## config.mk

```make
export PLATFORM = sky130hd
export DESIGN_NAME = sd_clk_gen_flat
export DESIGN_NICKNAME = d
export VERILOG_FILES = /design/src/rtl/sd_clk_gen_if.sv /design/src/rtl/sd_clk_gen.sv /design/src/flat_wrapper.sv
export SDC_FILE = /design/constraint.sdc
export NUM_CORES = 1
export LEC_CHECK = 0
export ABC_CLOCK_PERIOD_IN_PS = 3000
export CORE_MARGIN = 10
export CORE_UTILIZATION = 31
export CTS_CLUSTER_SIZE = 14
export DETAILED_ROUTE_END_ITERATION = 10
export GPL_ROUTABILITY_DRIVEN = 1
export GPL_TIMING_DRIVEN = 0
export PLACE_DENSITY_LB_ADDON = 0.3
export SLEW_MARGIN = 15
export SYNTH_ARGS = -nofsm -noshare
export SYNTH_HDL_FRONTEND = slang
export SYNTH_SLANG_ARGS = --single-unit
```

## constraint.sdc

```tcl
create_clock -name clk -period 3 [get_ports clk]
set_input_delay 0.6 -clock clk [delete_from_list [all_inputs] [get_ports clk]]
set_output_delay 0.6 -clock clk [all_outputs]
set_load 0.1 [all_outputs]
```

## src/rtl/sd_clk_gen_if.sv

```systemverilog
// SD clock generator control/status bundle.
// The master drives divider loads and stop requests.
// The slave (the generator) returns the clock phases, strobes and status.
interface sd_clk_gen_if #(
   parameter int DIV_WIDTH = 10
);
   logic [DIV_WIDTH-1:0] div_in;
   logic                 div_load;
   logic                 stop_req;
   logic                 stopped;
   logic                 sd_clk;
   logic [1:0]           sd_clk_ph;
   logic                 rise_stb;
   logic                 fall_stb;
   logic [DIV_WIDTH-1:0] div_active;
   logic                 load_pending;

   modport master (
      output div_in, div_load, stop_req,
      input  stopped, sd_clk, sd_clk_ph, rise_stb, fall_stb, div_active, load_pending
   );

   modport slave (
      input  div_in, div_load, stop_req,
      output stopped, sd_clk, sd_clk_ph, rise_stb, fall_stb, div_active, load_pending
   );
endinterface

```

## src/rtl/sd_clk_gen.sv

```systemverilog
// SD card clock generator.
// A half-period counter toggles the next level (sd_clk_ph[1]) when it reaches
// div_active; sd_clk is that level registered once more, so strobes lead the edge.
// New divider values are only adopted at a high->low toggle or while parked, so a
// half is never cut short. A stop request parks the clock low after a complete low half.
module sd_clk_gen #(
   parameter int DIV_WIDTH = 10,
   parameter int INIT_DIV  = 249
) (
   input  logic         clk,
   input  logic         reset,
   sd_clk_gen_if.slave  bus
);

   localparam logic [DIV_WIDTH-1:0] INIT_DIV_V = DIV_WIDTH'(INIT_DIV);
   localparam logic [DIV_WIDTH-1:0] ONE_V      = DIV_WIDTH'(1);

   typedef enum logic {ST_RUN = 1'b0, ST_STOP = 1'b1} state_t;

   state_t               state_q, state_d;
   logic                 level_q, level_d;
   logic                 ph0_q;
   logic [DIV_WIDTH-1:0] cnt_q, cnt_d;
   logic [DIV_WIDTH-1:0] div_q, div_d;
   logic [DIV_WIDTH-1:0] pend_q, pend_d;
   logic                 pend_v_q, pend_v_d;
   logic                 term;
   logic                 apply;
   logic [DIV_WIDTH-1:0] new_div;
   logic                 has_new;

   // Next-state: half-period counting, stop parking and divider hand-over.
   always_comb begin
      term     = (cnt_q == div_q);
      // A load in the apply cycle itself wins over an older pending value.
      new_div  = bus.div_load ? bus.div_in : pend_q;
      has_new  = bus.div_load | pend_v_q;
      state_d  = state_q;
      level_d  = level_q;
      cnt_d    = cnt_q + ONE_V;
      div_d    = div_q;
      pend_d   = pend_q;
      pend_v_d = pend_v_q;
      apply    = 1'b0;

      if (state_q == ST_STOP) begin
         // Parked low: counter pinned at 0 so release yields a full low half.
         cnt_d   = '0;
         level_d = 1'b0;
         apply   = 1'b1;
         if (!bus.stop_req) begin
            state_d = ST_RUN;
         end
      end else if (term) begin
         cnt_d = '0;
         if (level_q) begin
            level_d = 1'b0;
            apply   = 1'b1;
         end else if (bus.stop_req) begin
            state_d = ST_STOP;
         end else begin
            level_d = 1'b1;
         end
      end

      if (apply && has_new) begin
         div_d    = new_div;
         pend_v_d = 1'b0;
      end else if (bus.div_load) begin
         pend_d   = bus.div_in;
         pend_v_d = 1'b1;
      end
   end

   // State register; reset parks everything low with the initial divider.
   always_ff @(posedge clk) begin
      if (reset) begin
         state_q  <= ST_RUN;
         level_q  <= 1'b0;
         ph0_q    <= 1'b0;
         cnt_q    <= '0;
         div_q    <= INIT_DIV_V;
         pend_q   <= '0;
         pend_v_q <= 1'b0;
      end else begin
         state_q  <= state_d;
         level_q  <= level_d;
         ph0_q    <= level_q;
         cnt_q    <= cnt_d;
         div_q    <= div_d;
         pend_q   <= pend_d;
         pend_v_q <= pend_v_d;
      end
   end

   assign bus.sd_clk_ph    = {level_q, ph0_q};
   assign bus.sd_clk       = ph0_q;
   assign bus.rise_stb     = level_q & ~ph0_q;
   assign bus.fall_stb     = ~level_q & ph0_q;
   assign bus.div_active   = div_q;
   assign bus.load_pending = pend_v_q;
   assign bus.stopped      = (state_q == ST_STOP);

endmodule

```

## src/flat_wrapper.sv

```systemverilog
// flat-port wrapper written by rule: the top's interface ports become plain ports
module sd_clk_gen_flat 
#(
   parameter int DIV_WIDTH = 10,
   parameter int INIT_DIV  = 249
)
  (clk, reset, bus_div_in, bus_div_load, bus_stop_req, bus_stopped, bus_sd_clk, bus_sd_clk_ph, bus_rise_stb, bus_fall_stb, bus_div_active, bus_load_pending);
  sd_clk_gen_if #(.DIV_WIDTH(DIV_WIDTH)) bus_i ();
  input  logic clk;
  input  logic reset;
  input wire logic [$bits(bus_i.div_in)-1:0] bus_div_in;
  input wire logic [$bits(bus_i.div_load)-1:0] bus_div_load;
  input wire logic [$bits(bus_i.stop_req)-1:0] bus_stop_req;
  output wire logic [$bits(bus_i.stopped)-1:0] bus_stopped;
  output wire logic [$bits(bus_i.sd_clk)-1:0] bus_sd_clk;
  output wire logic [$bits(bus_i.sd_clk_ph)-1:0] bus_sd_clk_ph;
  output wire logic [$bits(bus_i.rise_stb)-1:0] bus_rise_stb;
  output wire logic [$bits(bus_i.fall_stb)-1:0] bus_fall_stb;
  output wire logic [$bits(bus_i.div_active)-1:0] bus_div_active;
  output wire logic [$bits(bus_i.load_pending)-1:0] bus_load_pending;
  assign bus_i.div_in = bus_div_in;
  assign bus_i.div_load = bus_div_load;
  assign bus_i.stop_req = bus_stop_req;
  assign bus_stopped = bus_i.stopped;
  assign bus_sd_clk = bus_i.sd_clk;
  assign bus_sd_clk_ph = bus_i.sd_clk_ph;
  assign bus_rise_stb = bus_i.rise_stb;
  assign bus_fall_stb = bus_i.fall_stb;
  assign bus_div_active = bus_i.div_active;
  assign bus_load_pending = bus_i.load_pending;
  sd_clk_gen #(.DIV_WIDTH(DIV_WIDTH), .INIT_DIV(INIT_DIV)) u_core (.clk(clk), .reset(reset), .bus(bus_i));
endmodule
```

Word-level counts from Yosys, hierarchy flattened
Index checks and enable logic that the tools add are counted.
{ "classes": {"n_addsub": 1, "n_eq_ne": 1, "muxes": 10, "n_bitwise": 5, "reduce_logical": 4} }
{ "op_table": {"columns": ["operator", "n"], "rows": [
  ["$add A10 B1 Y10 const B", 1],
  ["$eq A10 B10 Y1", 1],
  ["$mux W10", 1],
  ["$mux W1", 9],
  ["$reduce_or A2 Y1", 2],
  ["$reduce_or A3 Y1", 1],
  ["$and A1 B1 Y1", 2],
  ["$not A1 Y1", 2],
  ["$logic_and A1 B1 Y1", 1],
  ["$or A1 B1 Y1", 1]
]} }
{ "totals": {"register_bits": 34, "input_bits": 14, "output_inout_bits": 17, "elab_cells": 28} }

Logic depth before layout (Yosys ltp)
Gate-level depths: netlist (run 1).
{ "depth": {"depth_word": 5, "depth_mapped": 6, "mapped_depth_nobuf": 5} }

Worst setup path after synthesis (run 1)
OpenSTA, ideal clock, no wires.
{ "synth_timing": {"path_kind": "register to output", "from": "register u_core.ph0_q, in the netlist u_core.bus.sd_clk", "to": "output port bus_fall_stb", "arrival_time_ns": 2.409, "required_ns": 2.400, "path_slack_ns": -0.009, "path_stages_with_launch": 2, "n_path_buf": 0, "cell_sequence": "dfxtp_1 nor2b_1"} }
{ "synth_via": {"elab_chain_cells": 1} }
{ "synth_rtl": {"columns": ["item", "line", "source"], "rows": [
  ["from (decl)", "sd_clk_gen.sv:22", "logic ph0_q;"],
  ["from (signal assigned)", "sd_clk_gen.sv:88", "ph0_q <= level_q;"],
  ["$and A1 B1 Y1", "sd_clk_gen.sv:99", "assign bus.fall_stb = ~level_q & ph0_q;"],
  ["to (decl)", "flat_wrapper.sv:18", "output wire logic [$bits(bus_i.fall_stb)-1:0] bus_fall_stb;"]
]} }
No other way between the ends.

Final worst setup path (run 1)
{ "layout_timing": {"from": "register u_core.level_q", "to": "output port bus_rise_stb"} }
{ "layout_via": {"elab_chain_cells": 1} }
{ "layout_rtl": {"columns": ["item", "line", "source"], "rows": [
  ["from (decl)", "sd_clk_gen.sv:21", "logic level_q, level_d;"],
  ["from (signal assigned)", "sd_clk_gen.sv:87", "level_q <= level_d;"],
  ["$and A1 B1 Y1", "sd_clk_gen.sv:98", "assign bus.rise_stb = level_q & ~ph0_q;"],
  ["to (decl)", "flat_wrapper.sv:17", "output wire logic [$bits(bus_i.rise_stb)-1:0] bus_rise_stb;"]
]} }
No other way between the ends.

==> key figures, run 1 <==
Logic synthesis
  – Synth unique cells: 28
  – Ranking of synthesized cells by area: dfxtp_1 46%, nor2_1 8.5%, xor2_1 7.8%, mux2i_1 7.5%, o22ai_1 4.3%
  – Compound-Gate Fraction of Synth Area: 0.132
  – Largest family of logic cells by synthesized area: simple AND/OR/NAND/NOR gates
  – XOR/XNOR share of the synthesized area: 0.108
  – Largest area contributor in the netlist: dfxtp_1
  – Post-synth top area share: 0.465
  – Synthesized Nets: 171
  – Simple-gate share of the synthesized area: 0.167
  – Mux cell area share after synthesis: 0.0751
  – Post-synthesis sequential area ratio: 0.465
  – Post-Synthesis Cells: 156
  – Syn Std Cell Area: 1470 sq um
  – Adder-cell share of the synthesized area: 0.00854
  – Synthesized area per cell: 9.39 sq um
  – Synth Register Bits: 34
  – Yosys synthesis warning count: 0

Critical path
  – Critical path startpoint: u_core.level_q
  – Crit path capture type: output pin
  – CP required: 2.40 ns
  – R2R Setup Slk: 1.24 ns
  – Number of buffers and inverters on the critical path: 2
  – CP max-delay cell: clkdlybuf4s50_1
  – Critical path launch point type: flop
  – Crit Path Category: reg2out
  – RR Startpoint: u_core.cnt_q[8]
  – CP Cell Sequence: inv_1, nor2_1, clkdlybuf4s50_1
  – Reg2Reg Depth: 5
  – Crit path max fanout: 8
  – Critical path data arrival time: 2.13 ns
  – Crit path max-delay family: buffers and inverters
  – Reg2reg end: u_core.bus.div_active[8]
  – Crit path largest cell delay: 1.14 ns

CTS
  – Inserted Clock Buffers: 5
  – CTS Buffer Depth: 2
  – CTS clk-pin slew, worst paths: 0.06 ns
  – Clk root buf: clkbuf_8
  – Clock Latency Late Sink: 0.28 ns
  – CTS Sinks: 34
  – Cts hold-fix bufs: 0
  – TritonCTS clock tree: done
  – # resized after CTS: 0
  – Postcts setup bufs: 0
  – Htree depth: 2

Timing
  – Setup TNS: 0 ns
  – Setup violators final: 0
  – Setup Skew: 0.00490 ns
  – RSZ-0062 raised after global routing: no
  – Fin crit share: 0.910
  – Fin. Hold Viols: 0
  – Fmax: 366 MHz
  – Relative slew slack: 0.331
  – Tmin final: 2.73 ns
  – Worst Max-Slew Pin Slew: 1.00 ns
  – Final Max Slew Viols: 0

Final layout
  – Register area: 681 sq um
  – Layout cell share with drive strength beyond 1: 0.0829
  – Fin nets: 207
  – Most common cell after layout, fill and taps aside: dfxtp_1
  – # fillers: 456
  – Area delta synth->final: 30.7%
  – Area taken by multi-input logic gates: 721 sq um
  – Antenna cells: 0
  – Commonest non-fill, non-tap cells in the layout: 34 x dfxtp_1, 33 x nor2_1, 29 x clkdlybuf4s50_1, 13 x xor2_1, 11 x mux2i_1

GRT
  – Most crowded layer after global routing: met2
  – Overflow after GRT: 0
  – Vias in the first global route: 1,190
  – Global Route met1 Usage: 0.117
  – Initial antenna violation count: 0
  – Global-route wire length before repair: 5.64 mm
  – Total track usage: 0.0925
  – Largest net degree at the start of global routing: 11
  – Global routing usage on met3: 0.0404
  – Met2 Usage GRT: 0.134

Min path
  – Worst hold endpoint: u_core.cnt_q[0]
  – HP Class: reg2reg
  – Hold Startpoint: u_core.cnt_q[0]
  – Cell count of the worst hold path: 1

Die
  – Core Area: 4470 sq um
  – Die X: 88.8 um
  – Die Area: 7880 sq um
  – Site Rows: 24
  – IO Pins: 31
  – Starting Density: 0.327
  – Die height: 88.8 um

Placement
  – Gpl congestion: 0.710
  – Dpl hpwl: 2.57 mm
  – Port Buffers: 29

Drt
  – DR DRC count: 0
  – Final ANT Viol Nets: 0
  – Pre-Repair DR Iteration Count: 4
  – Drt total wl: 3.37 mm
  – Routed WL per cell: 13.8 um
  – Detailed-route via count: 1,164
  – DRT iter0 DRCs: 35
  – DR vias/cell: 4.75

Power
  – VDD IR max: 278 uV
  – Pwr Density: 470 nW/um^2
  – Power Total: 0.900 mW
  – Leak: 0.752 nW

Status
  – Outcome: completed

Run
  – Max-Cap Viols: 0
## worst reg2reg max path, cell delays in order (launching register included)
cell	delay, ns
dfxtp_1	0.35
xor2_1	0.16
nor4_2	0.40
a41o_2	0.35
o21ai_4	0.13
a221oi_1	0.29
## per-layer routing
metal  vias to the layer above  part of all wire  wire length (um)
li1                        614                 -                 -
met1                       520              0.48              1630
met2                        24              0.44              1490
met3                         6             0.061               207
met4                         0             0.015                49
met5                         -                 0                 0
## registers in the layout (all words and copies together), names as in the netlist
register                 cells
u_core.bus.div_active       10
u_core.bus.load_pending      1
u_core.bus.sd_clk            1
u_core.bus.stopped           1
u_core.cnt_q                10
u_core.level_q               1
u_core.pend_q               10
## worst max path at each step
| stage | endpoint | slack, ns | cells after the start |
|---|---|---|---|
| final | bus_rise_stb | 0.27 | 3 |
| after global routing | bus_rise_stb | 0.13 | 3 |
| after CTS | bus_rise_stb | 0.24 | 3 |
| after detailed placement | bus_rise_stb | 0.56 | 3 |
| after global placement | bus_rise_stb | 0.56 | 3 |
| after floorplan | bus_rise_stb | 0.34 | 1 |
## report_power, final
group	internal [mW]	switching, mW	leakage (nW)
Clock	0.185	0.163	0.0482
Combinational	0.0370	0.0418	0.426
Sequential	0.464	0.00976	0.277
Total	0.686	0.214	0.752
## kinds of logic (layout without fill, tap and decap cells)
| logic type | after synthesis | count (layout) |
|---|---|---|
| xor gates and xnor gates | 18 | 18 |
| and+or+nand+nor | 52 | 52 |
| buffers and inverters | 15 | 52 |
| DFF | 34 | 34 |
| adders and majority gates | 1 | 1 |
| AOI/OAI and AO/OA | 25 | 25 |
| muxes | 11 | 11 |
## synth_stat cells
library cell,n
dfxtp_1,34
nor2_1,33
xor2_1,13
mux2i_1,11
o22ai_1,10
inv_1,7
a22oi_1,6
and3_1,5
xnor2_1,5
a221oi_1,4
clkbuf_1,4
nand2_1,3
nand3_1,3
buf_2,2
buf_4,2
nor4_2,2
a2111oi_0,1
a21oi_1,1
a41o_2,1
a41oi_1,1
and2b_1,1
ha_1,1
nand2b_1,1
nor2b_1,1
nor3_1,1
nor3b_1,1
o21ai_4,1
or3_1,1
## stage by stage
| stage | std cells | cell area [sq um] | hold slack (ns) | utilization | worst slack, ns |
|---|---|---|---|---|---|
| after CTS | 245 | 1910 | 0.496 | 0.428 | 0.242 |
| after global placement | 237 | 1820 | 0.473 | 0.407 | 0.561 |
| after detailed placement | 237 | 1820 | 0.480 | 0.407 | 0.555 |
| after global routing | 245 | 1910 | 0.526 | 0.428 | 0.133 |
| after floorplan | 156 | 1470 | 0.447 | - | 0.338 |
| final | 245 | 1910 | 0.491 | 0.428 | 0.270 |
## layout make-up
cell class                 count  area share
sequential                    34       0.356
multi-input combinational    107       0.376
tap                           52      0.0340
timing repair buffer          29       0.152
inverter                       7      0.0137
buffer                         8      0.0209
clock inverter                 1     0.00261
clock buffer                   7      0.0451
No activity file was read; power rests on OpenSTA's default activity.
==> inputs of run 2 (changes only) <==
- CORE_ASPECT_RATIO: not set -> 1.1
- CORE_UTILIZATION: 31 -> 50
==> key figures, run 2 (synthesis gave the netlist of run 1 again) <==
CTS
  – Clock Latency Late Sink: 0.33 ns
  – Inserted Clock Buffers: 5
  – Htree depth: 2
  – Postcts setup bufs: 0
  – CTS Sinks: 34
  – Cts hold-fix bufs: 0
  – CTS Buffer Depth: 2
  – Clk root buf: clkbuf_4
  – # resized after CTS: 0
  – TritonCTS clock tree: done
  – CTS clk-pin slew, worst paths: 0.10 ns

Drt
  – DR DRC count: 0
  – Detailed-route via count: 1,207
  – Final ANT Viol Nets: 0
  – Routed WL per cell: 14.3 um
  – Pre-Repair DR Iteration Count: 4
  – DR vias/cell: 5.39
  – Drt total wl: 3.21 mm
  – DRT iter0 DRCs: 76

Die
  – Die height: 76.8 um
  – Starting Density: 0.527
  – Site Rows: 20
  – Die Area: 5500 sq um
  – IO Pins: 31
  – Core Area: 2780 sq um
  – Die X: 71.6 um

Critical path
  – CP max-delay cell: clkdlybuf4s50_1
  – CP Cell Sequence: inv_1, nor2_1, clkdlybuf4s50_1
  – Critical path startpoint: u_core.level_q
  – CP required: 2.40 ns
  – Critical path data arrival time: 2.20 ns
  – RR Startpoint: u_core.bus.div_active[1]
  – Crit path capture type: output pin
  – Critical path launch point type: flop
  – Crit path max fanout: 8
  – Crit Path Category: reg2out
  – Crit path largest cell delay: 1.14 ns

Final layout
  – Most common cell after layout, fill and taps aside: dfxtp_1
  – Fin nets: 207
  – Area taken by multi-input logic gates: 721 sq um
  – # fillers: 235
  – Commonest non-fill, non-tap cells in the layout: 34 x dfxtp_1, 33 x nor2_1, 29 x clkdlybuf4s50_1, 13 x xor2_1, 11 x mux2i_1
  – Layout cell share with drive strength beyond 1: 0.0785
  – Area delta synth->final: 26.3%
  – Antenna cells: 0
  – Layout Cells excl Fill: 224
  – Register area: 681 sq um

Placement
  – Dpl hpwl: 2.52 mm
  – Placed cell count: 218
  – Port Buffers: 29
  – Gpl congestion: 0.748

Power
  – Power Total: 0.801 mW
  – VDD IR max: 315 uV
  – Leak: 0.734 nW
  – Pwr Density: 433 nW/um^2

Timing
  – Fin crit share: 0.935
  – RSZ-0062 raised after global routing: no
  – Fmax: 357 MHz
  – Relative slew slack: 0.340
  – Setup TNS: 0 ns
  – Tmin final: 2.80 ns
  – Worst Max-Slew Pin Slew: 0.987 ns
  – Final Max Slew Viols: 0
  – Fin. Hold Viols: 0
  – Setup Skew: 0.00940 ns
  – Setup violators final: 0

GRT
  – Vias in the first global route: 1,250
  – Overflow after GRT: 0
  – Largest net degree at the start of global routing: 11
  – Total track usage: 0.122
  – Initial antenna violation count: 0
  – Global-route wire length before repair: 5.64 mm

Min path
  – HP Class: reg2reg
  – Hold Startpoint: u_core.cnt_q[0]

Status
  – Outcome: completed

Run
  – Max-Cap Viols: 0
-- run 2: metrics by stage --
step                hold slack, ns  worst slack [ns]  utilization  instance area, sq um
floorplan                    0.447             0.338            -                  1470
global placement             0.470             0.577        0.648                  1800
detailed placement           0.475             0.564        0.648                  1800
CTS                          0.497             0.196        0.666                  1850
global route                 0.535            0.0843        0.666                  1850
finish                       0.495             0.196        0.666                  1850
-- run 2: worst paths after layout --
kind,to,slack (ns),cells past startpoint
hold / removal,u_core.cnt_q[0],0.50,1
setup reg to reg,u_core.bus.div_active[1],1.21,5
setup / recovery,bus_rise_stb,0.20,3
hold reg to reg,u_core.cnt_q[0],0.50,1
-- run 2: cell type report --
type / count / area share
timing repair buffer: 29 / 0.157
tap: 33 / 0.0223
buffer: 8 / 0.0216
clock buffer: 6 / 0.0277
multi-input combinational: 107 / 0.389
inverter: 7 / 0.0142
sequential: 34 / 0.368
-- run 2: per-layer routing --
metal	up-vias	share of wire	wire (um)	global-route usage
met4	0	0.0031	10	0.0252
met3	2	0.057	182	0.0553
met2	23	0.52	1670	0.212
li1	610	-	-	-
met5	-	0	0	0
met1	572	0.42	1350	0.130
-- run 2: critical path: cells and delay by family (launching register included) --
family | cells | cell delay, ns
simple gates | 1 | 0.11
buf+inv | 2 | 1.27
flops | 1 | 0.49
-- run 2: power breakdown --
part / switching (mW) / internal (mW) / total (mW)
Sequential: 0.00991 / 0.464 / 0.474
Combinational: 0.0415 / 0.0370 / 0.0785
Clock: 0.143 / 0.106 / 0.249
Total: 0.195 / 0.606 / 0.801
